===== config.mk =====
export PLATFORM = sky130hd
export DESIGN_NAME = game_round_ctrl_flat
export DESIGN_NICKNAME = d
export VERILOG_FILES = /design/src/rtl/game_round_ctrl_if.sv /design/src/rtl/game_round_ctrl.sv /design/src/flat_wrapper.sv
export SDC_FILE = /design/constraint.sdc
export NUM_CORES = 1
export LEC_CHECK = 0
export BUFFER_PORTS_ARGS = -buffer_cell sky130_fd_sc_hd__buf_2
export CAP_MARGIN = 20
export CORE_ASPECT_RATIO = 0.8
export CORE_MARGIN = 1.5
export CORE_UTILIZATION = 25
export DETAILED_ROUTE_END_ITERATION = 10
export PLACE_DENSITY_LB_ADDON = 0.25
export SYNTH_ARGS = -nofsm -noshare
export SYNTH_HDL_FRONTEND = slang
export SYNTH_SLANG_ARGS = --single-unit

===== constraint.sdc =====
create_clock -name FrameClk -period 7.9 [get_ports FrameClk]
set_input_delay 0.395 -clock FrameClk [delete_from_list [all_inputs] [get_ports FrameClk]]
set_output_delay 0.395 -clock FrameClk [all_outputs]
set_load 0.02 [all_outputs]

===== src/rtl/game_round_ctrl_if.sv =====
// game_round_ctrl_if: key/score inputs and match status outputs of the
// round controller. The master side (key decode, scoring logic) drives the
// inputs. The slave side (the controller) drives the status.
interface game_round_ctrl_if #(
  parameter int SCORE_W = 8,
  parameter int LED_W   = 10
);
  logic               Continue;
  logic               Pause;
  logic               P1Point;
  logic               P2Point;
  logic [2:0]         State;
  logic               SpawnEnable;
  logic [7:0]         RoundNum;
  logic [SCORE_W-1:0] P1Hits;
  logic [SCORE_W-1:0] P2Hits;
  logic [7:0]         P1Wins;
  logic [7:0]         P2Wins;
  logic [1:0]         Winner;
  logic               RoundStart;
  logic               RoundEnd;
  logic [LED_W-1:0]   LED;

  modport master (
    output Continue, Pause, P1Point, P2Point,
    input  State, SpawnEnable, RoundNum, P1Hits, P2Hits, P1Wins, P2Wins,
           Winner, RoundStart, RoundEnd, LED
  );

  modport slave (
    input  Continue, Pause, P1Point, P2Point,
    output State, SpawnEnable, RoundNum, P1Hits, P2Hits, P1Wins, P2Wins,
           Winner, RoundStart, RoundEnd, LED
  );
endinterface


===== src/rtl/game_round_ctrl.sv =====
// game_round_ctrl: best-of-NUM_ROUNDS match sequencer.
// Flow: MENU -> COUNTDOWN -> PLAY <-> PAUSED -> ROUND_END -> COUNTDOWN | MATCH_END.
// It also tracks per-round hits and per-match wins, gates spawning and
// drives the LED time bar.
// Optional: define GAME_SUDDEN_DEATH_EN to play extra rounds while the
// wins are tied after the last scheduled round.
module game_round_ctrl #(
  parameter int ROUND_FRAMES     = 7142,
  parameter int COUNTDOWN_FRAMES = 180,
  parameter int RESULT_FRAMES    = 120,
  parameter int NUM_ROUNDS       = 3,
  parameter int LED_W            = 10,
  parameter int SCORE_W          = 8
) (
  input logic              FrameClk,
  input logic              Reset,
  game_round_ctrl_if.slave bus
);
  localparam int TW   = (ROUND_FRAMES > 1) ? $clog2(ROUND_FRAMES) : 1;
  localparam int CMAX = (COUNTDOWN_FRAMES > RESULT_FRAMES) ? COUNTDOWN_FRAMES : RESULT_FRAMES;
  localparam int CW   = (CMAX > 1) ? $clog2(CMAX) : 1;
  localparam int PW   = $clog2(LED_W * ROUND_FRAMES + 1);
  localparam logic [TW-1:0] T_LAST  = TW'(ROUND_FRAMES - 1);
  localparam logic [CW-1:0] CD_LAST = CW'(COUNTDOWN_FRAMES - 1);
  localparam logic [CW-1:0] RS_LAST = CW'(RESULT_FRAMES - 1);
  localparam logic [7:0]    HALF    = 8'(NUM_ROUNDS / 2);
  localparam logic [7:0]    NR      = 8'(NUM_ROUNDS);

  typedef enum logic [2:0] {
    S_MENU = 3'd0, S_COUNTDOWN = 3'd1, S_PLAY = 3'd2,
    S_PAUSED = 3'd3, S_ROUND_END = 3'd4, S_MATCH_END = 3'd5
  } state_t;

  state_t             state;
  logic               cont_q, rst_q;
  logic [CW-1:0]      cnt;
  logic [TW-1:0]      timer;
  logic [SCORE_W-1:0] h1, h2, nh1, nh2;
  logic [7:0]         w1, w2, rnd;
  logic [1:0]         winner;
  logic               rstart, rend;
  logic               cont_edge, match_over;
  logic [PW-1:0]      prod, shamt;
  logic [LED_W-1:0]   led;

  // rst_q masks the first frame after reset. A Continue key held through
  // reset then needs a release and a re-press before it advances anything.
  assign cont_edge = bus.Continue & ~cont_q & ~rst_q;

  // Hits after this frame's point pulses; they saturate at all ones.
  always_comb begin
    nh1 = h1;
    nh2 = h2;
    if (bus.P1Point && h1 != '1) nh1 = h1 + 1'b1;
    if (bus.P2Point && h2 != '1) nh2 = h2 + 1'b1;
  end

  // The match ends when a majority is reached or the schedule runs out.
  always_comb begin
    match_over = (w1 > HALF) || (w2 > HALF) || (rnd >= NR);
`ifdef GAME_SUDDEN_DEATH_EN
    if (w1 == w2) match_over = 1'b0;
`else
`endif
  end

  // Time bar shrinks from the low end as the round timer advances.
  always_comb begin
    prod  = PW'(LED_W) * PW'(timer);
    shamt = prod / PW'(ROUND_FRAMES);
    led   = '1;
    case (state)
      S_PLAY, S_PAUSED:         led = {LED_W{1'b1}} << shamt;
      S_ROUND_END, S_MATCH_END: led = '0;
      default:                  led = '1;
    endcase
  end

  // Match FSM with registered counters, scores and pulses.
  always_ff @(posedge FrameClk or posedge Reset) begin
    if (Reset) begin
      state  <= S_MENU;
      cont_q <= 1'b0;
      rst_q  <= 1'b1;
      cnt    <= '0;
      timer  <= '0;
      h1     <= '0;
      h2     <= '0;
      w1     <= '0;
      w2     <= '0;
      rnd    <= '0;
      winner <= '0;
      rstart <= 1'b0;
      rend   <= 1'b0;
    end else begin
      cont_q <= bus.Continue;
      rst_q  <= 1'b0;
      rstart <= 1'b0;
      rend   <= 1'b0;
      case (state)
        S_MENU, S_MATCH_END: begin
          if (cont_edge) begin
            state  <= S_COUNTDOWN;
            cnt    <= '0;
            rnd    <= 8'd1;
            h1     <= '0;
            h2     <= '0;
            w1     <= '0;
            w2     <= '0;
            winner <= '0;
          end
        end
        S_COUNTDOWN: begin
          if (cnt == CD_LAST) begin
            state  <= S_PLAY;
            timer  <= '0;
            rstart <= 1'b1;
          end else begin
            cnt <= cnt + 1'b1;
          end
        end
        S_PLAY: begin
          // Expiry wins over Pause. The expiry frame's points still count.
          if (timer == T_LAST) begin
            state <= S_ROUND_END;
            cnt   <= '0;
            rend  <= 1'b1;
            h1    <= nh1;
            h2    <= nh2;
            if (nh1 > nh2)      w1 <= w1 + 8'd1;
            else if (nh2 > nh1) w2 <= w2 + 8'd1;
          end else if (bus.Pause) begin
            state <= S_PAUSED;
          end else begin
            timer <= timer + 1'b1;
            h1    <= nh1;
            h2    <= nh2;
          end
        end
        S_PAUSED: begin
          if (!bus.Pause) state <= S_PLAY;
        end
        S_ROUND_END: begin
          if (cnt == RS_LAST) begin
            if (match_over) begin
              state <= S_MATCH_END;
              if (w1 > w2)      winner <= 2'b01;
              else if (w2 > w1) winner <= 2'b10;
              else              winner <= 2'b11;
            end else begin
              state <= S_COUNTDOWN;
              cnt   <= '0;
              h1    <= '0;
              h2    <= '0;
              if (rnd != 8'hFF) rnd <= rnd + 8'd1;
            end
          end else begin
            cnt <= cnt + 1'b1;
          end
        end
        default: begin
          state <= S_MENU;
          rnd   <= '0;
        end
      endcase
    end
  end

  assign bus.State       = state;
  assign bus.SpawnEnable = (state == S_PLAY);
  assign bus.RoundNum    = rnd;
  assign bus.P1Hits      = h1;
  assign bus.P2Hits      = h2;
  assign bus.P1Wins      = w1;
  assign bus.P2Wins      = w2;
  assign bus.Winner      = winner;
  assign bus.RoundStart  = rstart;
  assign bus.RoundEnd    = rend;
  assign bus.LED         = led;
endmodule

===== src/flat_wrapper.sv =====
// flat-port wrapper written by rule: the top's interface ports become plain ports
module game_round_ctrl_flat 
#(
  parameter int ROUND_FRAMES     = 7142,
  parameter int COUNTDOWN_FRAMES = 180,
  parameter int RESULT_FRAMES    = 120,
  parameter int NUM_ROUNDS       = 3,
  parameter int LED_W            = 10,
  parameter int SCORE_W          = 8
)
  (FrameClk, Reset, bus_Continue, bus_Pause, bus_P1Point, bus_P2Point, bus_State, bus_SpawnEnable, bus_RoundNum, bus_P1Hits, bus_P2Hits, bus_P1Wins, bus_P2Wins, bus_Winner, bus_RoundStart, bus_RoundEnd, bus_LED);
  game_round_ctrl_if #(.SCORE_W(SCORE_W), .LED_W(LED_W)) bus_i ();
  input logic FrameClk;
  input logic Reset;
  input wire logic [$bits(bus_i.Continue)-1:0] bus_Continue;
  input wire logic [$bits(bus_i.Pause)-1:0] bus_Pause;
  input wire logic [$bits(bus_i.P1Point)-1:0] bus_P1Point;
  input wire logic [$bits(bus_i.P2Point)-1:0] bus_P2Point;
  output wire logic [$bits(bus_i.State)-1:0] bus_State;
  output wire logic [$bits(bus_i.SpawnEnable)-1:0] bus_SpawnEnable;
  output wire logic [$bits(bus_i.RoundNum)-1:0] bus_RoundNum;
  output wire logic [$bits(bus_i.P1Hits)-1:0] bus_P1Hits;
  output wire logic [$bits(bus_i.P2Hits)-1:0] bus_P2Hits;
  output wire logic [$bits(bus_i.P1Wins)-1:0] bus_P1Wins;
  output wire logic [$bits(bus_i.P2Wins)-1:0] bus_P2Wins;
  output wire logic [$bits(bus_i.Winner)-1:0] bus_Winner;
  output wire logic [$bits(bus_i.RoundStart)-1:0] bus_RoundStart;
  output wire logic [$bits(bus_i.RoundEnd)-1:0] bus_RoundEnd;
  output wire logic [$bits(bus_i.LED)-1:0] bus_LED;
  assign bus_i.Continue = bus_Continue;
  assign bus_i.Pause = bus_Pause;
  assign bus_i.P1Point = bus_P1Point;
  assign bus_i.P2Point = bus_P2Point;
  assign bus_State = bus_i.State;
  assign bus_SpawnEnable = bus_i.SpawnEnable;
  assign bus_RoundNum = bus_i.RoundNum;
  assign bus_P1Hits = bus_i.P1Hits;
  assign bus_P2Hits = bus_i.P2Hits;
  assign bus_P1Wins = bus_i.P1Wins;
  assign bus_P2Wins = bus_i.P2Wins;
  assign bus_Winner = bus_i.Winner;
  assign bus_RoundStart = bus_i.RoundStart;
  assign bus_RoundEnd = bus_i.RoundEnd;
  assign bus_LED = bus_i.LED;
  game_round_ctrl #(.ROUND_FRAMES(ROUND_FRAMES), .COUNTDOWN_FRAMES(COUNTDOWN_FRAMES), .RESULT_FRAMES(RESULT_FRAMES), .NUM_ROUNDS(NUM_ROUNDS), .LED_W(LED_W), .SCORE_W(SCORE_W)) u_core (.FrameClk(FrameClk), .Reset(Reset), .bus(bus_i));
endmodule

* Word-level counts from Yosys, hierarchy flattened
Cells that the tools add are included.
** Storage, ports and cells
- Flip-flop bits (word level) :: 70
- Input bits :: 6
- Output and inout bits :: 58
** Operators by class
- $mul :: 1
- Div/mod/pow operators :: 1
- Reduce and logical (&&, ||, !) cells :: 22
- Shifts and indexed selects :: 1
- Bitwise gates (word level) :: 5
- Equal/unequal tests :: 28
- $add $sub $neg :: 7
- Magnitude comparators :: 7
- Muxes and demuxes :: 50
** Operators by type and width (count)
- $mux W8 :: 21
- $pmux W8 S3 :: 3
- $add A8 B1 Y8 const B :: 6
- $mux W13 :: 3
- $gt A8 B8 Y1 :: 4
- $pmux W8 S2 :: 2
- $pmux W8 S4 :: 1
- $pmux W13 S2 :: 1
- $reduce_and A5 Y1 :: 5
- $ne A8 B8 Y1 const B :: 3
- $mux W3 :: 7
- $pmux W10 S2 :: 1
- $div A17 B13 Y17 const B :: 1
- $shl A10 B17 Y10 const A :: 1
- $gt A8 B1 Y1 const B :: 2
- $mul A3 B13 Y16 const A :: 1
- $ne A2 B1 Y1 const B :: 8
- $pmux W3 S5 :: 1
- $add A13 B1 Y13 const B :: 1
- $eq A13 B13 Y1 const B :: 1
- $ne A2 B2 Y1 const B :: 6
- $reduce_and A4 Y1 :: 3
- $eq A8 B7 Y1 const B :: 1
- $eq A8 B8 Y1 const B :: 1
- 19 further kinds :: 38

* Logic depth before layout (Yosys ltp)
Gate-level depths: netlist of run 1.
- Depth after elaboration :: 8
- Gate-level depth with buffers :: 25

* Least setup slack after synthesis of run 1
No wires, ideal clock.
- Path type :: reg-to-output
- From :: register u_core.timer[3]
- To :: output bus_LED[4]
- Arrival time :: 5.849 ns
- Setup slack :: 1.656 ns
- Cell stages (with the launch flop) :: 22
- Path buffers :: 1
- Data required time :: 7.505 ns
- Cell sequence :: dfrtp_1 ha_1 ha_1 inv_1 fa_1 nand2b_2 a211oi_1 a211oi_2 nor3_4 nand4_4 a211oi_2 a211oi_1 or4_1 buf_6 o21ai_2 mux2i_1 and4_1 a21boi_0 o31a_1 o211ai_2 o21ai_1 o41ai_1
** On the way
- Longest elaborated chain between the ends :: 4
** RTL lines
- from (decl) :: line game_round_ctrl.sv:37 : logic [TW-1:0] timer;
- from (signal assigned) :: line game_round_ctrl.sv:135 : timer <= timer + 1'b1;
- $mul A3 B13 Y16 :: line game_round_ctrl.sv:69 : prod = PW'(LED_W) * PW'(timer);
- $div A17 B13 Y17 :: line game_round_ctrl.sv:70 : shamt = prod / PW'(ROUND_FRAMES);
- $shl A10 B17 Y10 :: line game_round_ctrl.sv:73 : S_PLAY, S_PAUSED: led = {LED_W{1'b1}} << shamt;
- $pmux W10 S2 :: line game_round_ctrl.sv:72 : case (state)
- to (decl) :: line flat_wrapper.sv:29 : output wire logic [$bits(bus_i.LED)-1:0] bus_LED;
No other way between the ends.

* Worst setup path in the final report of run 1
- From :: register u_core.timer[1]
- To :: output bus_LED[4]
Same word-level chain as after synthesis.

==> results.yml, run 1 <==
setup_path:
  cp-start-kind: "register"
  worst_path_largest_cell_delay_ps: 640
  crit_type: "reg2out"
  crit_family: "compound AO/OA/AOI/OAI gates"
  worstPathMaxFanout: 18
  cp-end-kind: "output port"
  cp_num_buf_inv: 3
  crit_required_ps: 7510
  crit_path_top_delay_cell: "a21oi_1"
  arrival_ps: 6880
  path_cells: "ha_1, ha_1, inv_1, fa_1, xnor2_2, a21oi_2, o21a_1, nor3_2, nand4_4, mux2i_1, o22ai_1, a21oi_1, o21a_2, mux2_4, o22a_4, o31ai_4, o21ai_1, o211ai_2, o21ai_1, o41ai_1, buf_4, buf_2"
floorplan:
  io_pins: 64
  fp.dieArea_sq_um: 29300
  num_rows: 54
  start_util: 0.257
  dieHeight_microns: 153
  core-area_sq_um: 27600
  die_w_microns: 191
sta:
  finalClockSkew_ps: 5.95
  max_clock_freq_mhz: 137
  period_minus_slack_ps: 7270
  drv_slew: 0
  worstMarginPinSlew_ps: 959
  holdWs_ps: 202
  setup_viol: 0
  finalHoldViolations: 0
  fin_ws_ps: 626
  finalCritPeriodShare: 0.921
  fin_setup_tns_ps: 0
  relSlewSlack: 0.361
  grt_setup_unrepaired: "no"
clock_network:
  clock_latency_ps: 320
  cts_tree: "done"
  path_clk_slew_ps: 50
  root_buffer: "clkbuf_16"
  htree_levels: 3
  cts_buffer_depth: 2
  numCtsBuffers: 9
  cts.sinks: 70
  cts_setup_buffers: 0
logic_synthesis:
  synth_edf_count: 0
  synth_area_per_cell_sq_um: 8.01
  yosys_warnings: 0
  synth_cell_type_count: 100
  netlist_area_sq_um: 7080
  synth_seq_cells: 70
  synth_nets: 942
  synth_ff_type: "dfrtp_1"
  synthCells: 883
  yosysSeqAreaShare: 0.248
  async_reset_ff_frac: 1.00
placed_design:
  portBuffers: 63
  hpwl_mm: 16.0
  place.gp.congestion: 0.866
  post-place-ws_ps: 607
  dp_cells: 1283
pwr:
  vdd_drop_max_mv: 0.110
  finalPower_mw: 1.24
  p_per_area_nw_per_um2: 155
  p_leak_nw: 3.50
job:
  drv_cap: 0
final_layout:
  fin_cells: 1298
  regArea_sq_um: 1750
  fillCellCount: 2993
  antenna_cells: 0
  nets: 989
  areaGrowthSynthToFinish_pct: 13.4
  drive_gt1_frac: 0.142
  multi_input_area_sq_um: 5020
detailed_routing:
  via_per_inst: 5.14
  wl_mm: 20.6
  drt-initial-drc-count: 537
  antenna_left: 0
  firstDrtPassIters: 5
  drt-wirelength-per-cell_microns: 15.8
  vias: 6672
  drc: 0
global_routing:
  grt_max_degree: 71
  grt_pass1_vias: 6079
  grt_first_pass_wirelength_mm: 33.5
  overflow: 0
  antenna_found_initial: 1
  track_usage: 0.140
worst_hold_path:
  worst_hold_path_type: "in2reg"
run_status:
  status: "finished, final reports clean"
==> Yosys cell counts, types with 4 or more instances <==
cell type	count	share of area
and3_1	12	0.011
nor4_1	11	0.0097
o21ai_0	54	0.038
nand3_1	35	0.025
a21o_1	13	0.014
xor2_1	26	0.032
or2_2	4	0.0035
o21a_1	8	0.0085
inv_1	34	0.018
o22ai_1	7	0.0062
nand4_1	24	0.021
nor2b_1	14	0.012
or3_1	6	0.0053
dfrtp_1	69	0.24
o211ai_1	13	0.014
nor3_1	23	0.016
or4_1	5	0.0053
a31oi_1	11	0.0097
and2_1	10	0.0088
mux2i_1	10	0.014
ha_1	52	0.092
nor3b_1	6	0.0064
o31ai_1	12	0.013
a21oi_1	41	0.029
xnor2_1	31	0.038
a21boi_0	4	0.0042
nand2_1	93	0.049
buf_6	4	0.0064
a211oi_2	4	0.0071
buf_2	5	0.0035
nand2b_1	13	0.011
a211oi_1	12	0.013
and4_1	5	0.0062
nor2_1	92	0.049
clkbuf_1	24	0.013
==> flip-flops by register name, indices dropped and copies added (netlist names) <==
signal                 count
u_core.rst_q               1
u_core.cnt                 8
u_core.bus.P1Hits          8
u_core.bus.P2Wins          8
u_core.cont_q              1
u_core.bus.State           3
u_core.bus.RoundNum        8
u_core.bus.RoundStart      1
u_core.timer              13
u_core.bus.P2Hits          8
u_core.bus.Winner          2
u_core.bus.P1Wins          8
u_core.bus.RoundEnd        1
==> through the flow <==
step,instance area [sq um],util
after floorplan,7080,-
after global placement,7740,0.281
after detailed placement,7740,0.281
after CTS,8010,0.291
after global routing,8030,0.291
final,8030,0.291
==> repair_timing <==
item,4_1_cts,5_1_grt
setup endpoints to repair,0,5
hold buffers,0,0
gates resized for setup,0,4
==> power by group <==
part / switching (mW) / leakage, nW / internal (mW) / total [mW]
registers: 0.0439 / 0.951 / 0.385 / 0.429
clock network: 0.143 / 0.133 / 0.228 / 0.371
logic: 0.301 / 2.42 / 0.140 / 0.441
total: 0.488 / 3.50 / 0.753 / 1.24
==> layout make-up <==
| type | instances | area share |
|---|---|---|
| Multi-Input combinational cell | 740 | 0.626 |
| Inverter | 36 | 0.0168 |
| Sequential cell | 70 | 0.218 |
| Clock buffer | 14 | 0.0329 |
| Tap cell | 364 | 0.0567 |
| Timing Repair Buffer | 73 | 0.0486 |
| Clock inverter | 1 | 0.000624 |
==> cell families (layout without fill, tap and decap cells) <==
family,count (synthesis),in the layout,synth area share
and+or+nand+nor,370,370,0.266
AOI/OAI and AO/OA,244,244,0.250
buffers and inverters,73,124,0.0446
DFF,70,70,0.248
xor gates and xnor gates,60,60,0.0790
adders and majority gates,53,53,0.0948
muxes,12,12,0.0179
other,1,1,0.000530
==> metal layers <==
layer  track usage  up-vias  part of all wire
met5             0        -           0.00063
met4        0.0100        2            0.0010
met3        0.0243        6             0.046
met2         0.192      143              0.40
met1         0.229     3169              0.56
li1              -     3352                 -
==> cells in the final DEF, fill, tap and decap left out, drive strengths merged, types with 4 or more instances in the layout <==
cell type / instances
o22ai: 7
nand4: 25
o21a: 8
and3: 12
a21boi: 4
nor4: 12
ha: 52
o31ai: 14
nor3b: 6
clkbuf: 14
a211oi: 16
mux2i: 10
xor2: 26
or2: 6
o311ai: 4
inv: 34
buf: 73
and2: 10
nor2: 93
xnor2: 34
o21ai: 60
or4: 5
nor2b: 14
a31oi: 11
o211ai: 16
a21o: 14
nand2b: 14
dfrtp: 69
a21oi: 44
and4: 5
nand2: 93
or3: 6
nor3: 26
nand3: 36
==> worst register-to-register path, delay by kind of cell (launching register included) <==
kind	cells	cell delay, ps
simple gates	11	1790
compound gates	4	1160
flops	1	470
fa+ha+maj	1	280
mux	1	230
xor+xnor	1	150
==> path summary, 6_finish.rpt <==
| path | startpoint | end | slack (ps) | cells past startpoint |
|---|---|---|---|---|
| worst min-delay path | bus_Continue | u_core.cont_q | 200 | 1 |
| max in group asynchronous | Reset | u_core.bus.P1Wins[4] | 6910 | 3 |
| worst max register to register | u_core.bus.P2Hits[2] | u_core.bus.P1Wins[7] | 3680 | 18 |
| worst min register to register | u_core.cnt[7] | u_core.cnt[7] | 510 | 1 |
| min in group asynchronous | Reset | u_core.bus.P2Hits[1] | 370 | 3 |
| worst max-delay path | u_core.timer[1] | bus_LED[4] | 630 | 22 |
Power figures use the tool's default switching activity.
==> run 2, diff against run 1 <==
REMOVE_ABC_BUFFERS = 1   (was default)
==> run 2 against run 1 <==
  * Worst setup slack got worse by 95 ps
  * Via count grew 1.2%
  * Flip-flop and latch count unchanged
  * Clock power increased by 9.2%
  * Global-route usage up 0.61 points
  * Critical path type unchanged
==> results.yml, run 2 (synthesized netlist as in run 1, its figures left out) <==
final_layout:
  drive_gt1_frac: 0.143
  fillCellCount: 3004
  nets: 988
  areaGrowthSynthToFinish_pct: 13.5
  mostFrequentLayoutCell: "nand2_1"
  post-route-util: 0.291
  largest_reg_flops: 13
  antenna_cells: 0
  fin_area_sq_um: 8030
  layout_common_cells: "nand2_1 (93), nor2_1 (92), dfrtp_1 (69)"
  top_register: "u_core.timer"
floorplan:
  io_pins: 64
  dieHeight_microns: 153
  fp.dieArea_sq_um: 29300
  die_w_microns: 191
  num_rows: 54
  core-area_sq_um: 27600
  start_util: 0.257
setup_path:
  crit_required_ps: 7510
  crit_type: "reg2out"
  crit_end: "bus_LED[2]"
  worstPathMaxFanout: 10
  arrival_ps: 6970
  r2r_setup_slack_ps: 3810
  cp-end-kind: "output port"
  crit_start: "u_core.timer[1]"
  r2r-end: "u_core.bus.P1Wins[7]"
  timing.rr.start: "u_core.bus.P2Hits[2]"
  cp-start-kind: "register"
  rr_worst_depth: 18
detailed_routing:
  drc: 0
  vias: 6754
  firstDrtPassIters: 5
  drt-initial-drc-count: 578
  drt-wirelength-per-cell_microns: 16.1
  wl_mm: 20.9
  via_per_inst: 5.20
  antenna_left: 0
sta:
  finalClockSkew_ps: 8.00
  drv_slew: 0
  fin_setup_tns_ps: 0
  max_clock_freq_mhz: 136
  holdWs_ps: 179
  finalHoldViolations: 0
  relSlewSlack: 0.366
  finalCritPeriodShare: 0.933
  period_minus_slack_ps: 7370
  grt_setup_unrepaired: "no"
  setup_viol: 0
  worstMarginPinSlew_ps: 952
clock_network:
  holdBufCountCts: 0
  path_clk_slew_ps: 60
  numCtsBuffers: 9
  root_buffer: "clkbuf_16"
  htree_levels: 3
  post_cts_resized: 0
  cts.sinks: 70
  cts_tree: "done"
  cts_buffer_depth: 2
  clock_latency_ps: 330
  cts_setup_buffers: 0
pwr:
  finalPower_mw: 1.27
  p_int_mw: 0.763
  p_switching_mw: 0.503
  pwr-share-clk: 0.320
  p_per_area_nw_per_um2: 158
  p_leak_nw: 3.50
  p_seq_frac: 0.337
  vdd_drop_max_mv: 0.115
  pwr-share-comb: 0.343
  swShare: 0.397
run_status:
  status: "finished, final reports clean"
placed_design:
  portBuffers: 63
  place_area_sq_um: 7730
  hpwl_mm: 16.0
  place.gp.congestion: 0.852
worst_hold_path:
  worst_hold_path_type: "in2reg"
  hp-start: "bus_Continue"
global_routing:
  track_usage: 0.146
  grt_first_pass_wirelength_mm: 34.8
  grt_max_degree: 71
  top_usage_layer: "met1"
  antenna_found_initial: 0
  grt_pass1_vias: 6316
  use_met3: 0.0335
  grt_use_met2: 0.200
  overflow: 0
  met1_usage: 0.229
job:
  drv_cap: 0
==> run 2: changes by cell type in the layout (fill, tap and decap cells not counted), sizes merged <==
cell / change
buf: -1
clkbuf: -4
bufinv: +1
clkinvlp: +2
clkinv: +2
==> run 2: area by class of cell <==
type                            instances  area, sq um  share of cell area
Multi-Input combinational cell        740         5010               0.624
Sequential cell                        70         1750               0.218
Tap cell                              364          455              0.0567
Timing Repair Buffer                   72          383              0.0477
Clock buffer                           10          229              0.0285
Inverter                               36          135              0.0168
Clock inverter                          6         63.8             0.00795
==> run 2: layer usage <==
metal  share of wire  up-vias
li1                -     3348
met1            0.54     3233
met2            0.40      156
met3           0.049       17
met4          0.0094        0
met5               0        -
==> run 2: critical path, cell delays in order, from the launching register on <==
cell,delay (ps)
dfrtp_1,540
ha_1,360
ha_1,200
inv_1,70
fa_1,440
nand2b_2,260
a21oi_1,220
o32ai_2,170
xnor2_1,310
nand2b_1,300
a211oi_2,270
a211oi_1,90
or4_1,790
o21ai_2,460
mux2i_2,420
nand4_1,290
o31ai_4,440
or2_1,190
nand3_1,110
o211ai_2,360
a31oi_1,140
buf_2,200
==> run 2: power by group through the flow <==
stage          clock (mW)  combinational (mW)  sequential, mW
2_1_floorplan           0               0.277           0.443
3_3_place_gp            0               0.440           0.434
3_5_place_dp            0               0.440           0.431
4_1_cts             0.418               0.442           0.426
5_1_grt             0.435               0.490           0.432
6_report            0.405               0.435           0.426
==> run 2: worst min path at each step <==
stage	end	depth (start not counted)
2_1_floorplan	u_core.cont_q	0
3_3_place_gp	u_core.cnt[4]	1
3_5_place_dp	u_core.cnt[4]	1
4_1_cts	u_core.cont_q	1
5_1_grt	u_core.cont_q	1
6_report	u_core.cont_q	1
==> run 2: metrics by stage <==
| stage | worst slack [ps] | cells |
|---|---|---|
| final | 531 | 1298 |
| after global routing | 15.9 | 1298 |
| after CTS | 416 | 1298 |
| after detailed placement | 797 | 1282 |
| after global placement | 945 | 1282 |
| after floorplan | 1300 | 846 |
